--- src/rtl/serial_pattern_tx.sv ---
// Parallel-to-serial pattern transmitter: sends Data[L-1:0] MSB-first on w with
// Valid framing, then pulses Done for one cycle. All outputs decode registered state.
module serial_pattern_tx #(
    parameter int WIDTH = 8,
    parameter int LW    = 5
) (
    input  logic             Clock,
    input  logic             Resetn,
    input  logic             Start,
    input  logic [WIDTH-1:0] Data,
    input  logic [LW-1:0]    Len,
    input  logic             Abort,
    output logic             w,
    output logic             Valid,
    output logic             Busy,
    output logic             Done,
    output logic [1:0]       state_dbg
);

    typedef enum logic [1:0] {
        IDLE  = 2'd0,
        SHIFT = 2'd1,
        DONE  = 2'd2
    } state_t;

    localparam logic [LW-1:0] WIDTH_L = LW'(WIDTH);
    localparam logic [LW-1:0] ONE_L   = LW'(1);

    state_t           state, state_nx;
    logic [WIDTH-1:0] sreg;
    logic [LW-1:0]    cnt;
    logic [LW-1:0]    eff_len;
    logic             load;

    // Over-long requests are clamped to the register width rather than rejected.
    assign eff_len = (Len > WIDTH_L) ? WIDTH_L : Len;
    assign load    = (state == IDLE) && Start && !Abort && (eff_len != '0);

    always_ff @(posedge Clock or negedge Resetn) begin
        if (!Resetn) begin
            state <= IDLE;
        end else begin
            state <= state_nx;
        end
    end

    always_comb begin
        state_nx  = state;
        w         = 1'b0;
        Valid     = 1'b0;
        Busy      = 1'b0;
        Done      = 1'b0;
        state_dbg = state;
        case (state)
            IDLE: begin
                if (load) state_nx = SHIFT;
            end
            SHIFT: begin
                w     = sreg[WIDTH-1];
                Valid = 1'b1;
                Busy  = 1'b1;
                if (Abort) begin
                    state_nx = IDLE;
                end else if (cnt == ONE_L) begin
                    state_nx = DONE;
                end
            end
            DONE: begin
                Busy     = 1'b1;
                Done     = 1'b1;
                state_nx = IDLE;
            end
            default: state_nx = IDLE;
        endcase
    end

    // Left-align the pattern so the bit to send is always at the MSB.
    always_ff @(posedge Clock or negedge Resetn) begin
        if (!Resetn) begin
            sreg <= '0;
            cnt  <= '0;
        end else if (load) begin
            sreg <= Data << (WIDTH_L - eff_len);
            cnt  <= eff_len;
        end else if (state == SHIFT) begin
            sreg <= sreg << 1;
            cnt  <= cnt - ONE_L;
        end
    end

endmodule

--- config.mk ---
export PLATFORM = sky130hd
export DESIGN_NAME = serial_pattern_tx
export DESIGN_NICKNAME = d
export VERILOG_FILES = /design/src/rtl/serial_pattern_tx.sv
export SDC_FILE = /design/constraint.sdc
export NUM_CORES = 1
export LEC_CHECK = 0
export ABC_CLOCK_PERIOD_IN_PS = 1790
export CORE_UTILIZATION = 51
export CTS_CLUSTER_DIAMETER = 150
export DETAILED_ROUTE_END_ITERATION = 16
export GPL_ROUTABILITY_DRIVEN = 0
export GPL_TIMING_DRIVEN = 0
export PLACE_DENSITY = 0.81
export SYNTH_ARGS = -nofsm -noshare
export SYNTH_HDL_FRONTEND = slang
export SYNTH_SLANG_ARGS = --single-unit
--- constraint.sdc ---
create_clock -name Clock -period 1.79 [get_ports Clock]
set_clock_uncertainty 0.05 [all_clocks]
set_input_delay 0.358 -clock Clock [delete_from_list [all_inputs] [get_ports Clock]]
set_output_delay 0.358 -clock Clock [all_outputs]
set_load 0.02 [all_outputs]
==> results.cfg <==
[run_status]
status = complete, but fails checks
violations = negative setup slack

[cts]
hold_buffers = 0
cts_buffers = 3
root_buffer = clkbuf_4
cts_sinks = 15
cts_max_level = 1
clk_latency_ns = 0.31
cts_buffer_depth = 2
clk_pin_slew_worst_paths_ns = 0.10
cts_tree = built

[die]
io_pins = 23
die_h_um = 50.99
core_region_area_um2 = 2233
fp.dieArea_um2 = 2599
std_cell_rows = 17
initial_core_util_pct = 54.79
die_x_um = 50.99

[global_route]
antenna_found_initial = 0
grt_pass1_vias = 1319
grt_pass1_wl_mm = 6.127
grt_usage_pct = 32.35
grt_max_degree = 16
grt_remaining_overflow = 0

[setup_path]
crit_type = in -> reg
path_buf_inv = 2
cp_cell_sequence = buf_12 -> or3b_4 -> ha_4 -> buf_12 -> o21bai_4 -> a21o_4 -> nor2_4 -> o211ai_1 -> a22oi_1
critPathMaxFanout = 6
cp-end-kind = flop
cp-start-kind = input pin
critPathLaunch = Len[4]
arrival_ns = 2.04
worst_ep_required_time_ns = 1.97
cp_slowest_cell = or3b_4
cp_common_cell = buf_12
cp_slowest_stage_delay_ns = 0.41
cp_top_family = compound AO/OA/AOI/OAI gates
crit-reg2reg-launch = state_dbg[0]$_DFFE_PN0P_

[synthesis]
yosysSeqAreaShare_pct = 30.67
yosys_warnings = 0
async_flop_share_pct = 100.0
yosys.area.top_type = dfrtp_1
synth_edf_count = 0
synth_area_um2 = 1224
ys_seq_elements = 15
synth_top_area_share_pct = 30.67
synth_area_leaders = dfrtp_1 31%, mux2i_1 6.5%, ha_1 6.1%
ys.flop_type = dfrtp_1
syn_avg_cell_area_um2 = 8.557
synthTopCellsByCount = 15 x dfrtp_1, 15 x nand2_1, 12 x o21ai_0
synth_cell_types = 41
syn_inst = 143
synthesis.nets = 166

[placed_design]
port_buffers = 22
place_worst_setup_slack_ns = -1.074
dp_hpwl_mm = 2.278

[power_and_ir_drop]
power_density_nw_per_um2 = 1130
totalPowerFinal_w = 0.002126
total_leakage_power_nw = 0.8222
vdd_drop_max_mv = 0.8376

[sta]
rsz0062_at_grt = true
finalSetupViolCount = 6
min_period_over_period_pct = 104.0
tightest_slew_ns = 0.6812
relSlewSlack_pct = 54.44
final-max-slew-violation-count = 0
finalWorstSetupSlack_ns = -0.07231
fmaxAchievable_ghz = 0.5370
period_needed_ns = 1.862
finalHoldViolations = 0

[final_layout]
area_delta_synth_final_pct = 53.68
multi_input_area_um2 = 918.4
register_area_um2 = 375.4
nFillCells = 130
n_antenna_cell = 0
fin_nets = 214
layout-drive-gt1-share_pct = 35.26

[routing]
drt_iter0_drc = 71
vias_per_cell = 6.592
drt_pass1_iterations = 5
drc = 0
final_antenna_net_count = 0
wl_per_cell_um = 19.33
wirelength_mm = 4.215
via_count = 1437

[min_path]
hold_class = in -> reg
hp-start = Len[4]

[run]
maxCapViolCount = 0
worst min-delay path: stages:
cell and delay [ns]:
buf_12 0.08, nor2_4 0.05, nand2_2 0.09, o21ai_0 0.08
where the power goes:
part / switching [W] / leakage, nW / total [W] / internal (W)
Sequential: 0.000114 / 0.188 / 0.000610 / 0.000496
Clock: 0.000122 / 0.0177 / 0.000205 / 0.0000837
Combinational: 0.000677 / 0.617 / 0.00131 / 0.000634
metrics by stage:
step | cell area [um^2] | hold WS [ns] | util (%) | TNS, ns | std cells
floorplan | 1257 | 0.01241 | - | -1.626 | 143
finish | 1881 | 0.3525 | 84.20 | -0.2187 | 218
global placement | 1513 | 0.4172 | 67.73 | -13.80 | 193
detailed placement | 1513 | 0.4247 | 67.73 | -14.35 | 193
global route | 1881 | 0.3622 | 84.20 | -0.6240 | 218
CTS | 1742 | 0.3995 | 77.98 | -0.07418 | 210
metal layers:
layer	GRT usage [%]	share of wire (%)	up-vias
li1	-	-	621
met1	36.94	36	676
met2	58.33	51	112
met3	2.976	7.7	28
met4	18.06	5.1	0
met5	0	0	-
cells in the final DEF, fill, tap and decap left out, types with 2 or more instances in the layout:
cell / count
a21oi_1: 8
a21oi_2: 2
buf_12: 4
buf_4: 20
buf_6: 7
clkbuf_2: 2
clkbuf_4: 3
clkdlybuf4s50_1: 11
dfrtp_1: 15
dlygate4sd2_1: 4
ha_1: 3
ha_4: 3
inv_1: 5
inv_2: 2
mux2_2: 3
mux2i_1: 8
nand2_1: 14
nand3_1: 7
nor2_1: 5
nor2_4: 2
nor3_1: 2
o211ai_1: 6
o21a_1: 2
o21ai_0: 9
o21ai_1: 2
o221ai_1: 2
o32a_1: 2
xnor2_1: 2
xor2_1: 2
timing repair:
item | in CTS | in global routing
buffers inserted | 15 | 10
endpoints found under the setup margin | 19 | 14
gates resized for setup | 58 | 25
pin swaps | 10 | 10
endpoints found under the hold margin | 0 | 0
state kept, by name, indices dropped and copies added (netlist names):
signal / count
cnt: 5
sreg: 8
state_dbg: 2
logic make-up (layout without fill, tap and decap cells):
family	after synthesis	in the layout	share of synthesized area, %
AOI/OAI and AO/OA	46	46	24.64
xor gates and xnor gates	5	5	3.579
adders and majority gates	6	6	6.135
buffers and inverters	15	62	6.646
DFF	15	15	30.67
muxes	12	12	10.53
and+or+nand+nor	44	44	17.79
worst paths after layout:
kind	endpoint	slack [ns]	depth (start not counted)
min in group asynchronous	state_dbg[0]$_DFFE_PN0P_	0.40	1
max in group asynchronous	sreg[5]$_DFFE_PN0P_	0.84	1
worst max-delay path	sreg[2]$_DFFE_PN0P_	-0.07	9
worst min register to register	sreg[0]$_DFFE_PN0P_	0.49	1
worst min-delay path	cnt[1]$_DFFE_PN0P_	0.35	4
worst max register to register	sreg[1]$_DFFE_PN0P_	-0.02	7
layout make-up:
type	instances	area share [%]
Buffer	3	2.262
Inverter	8	1.730
Timing Repair Buffer	47	23.89
Multi-Input combinational cell	113	48.84
Tap cell	28	1.863
Clock inverter	1	0.2661
Sequential cell	15	19.96
Clock buffer	3	1.198
No activity file was read; power rests on OpenSTA's default activity.
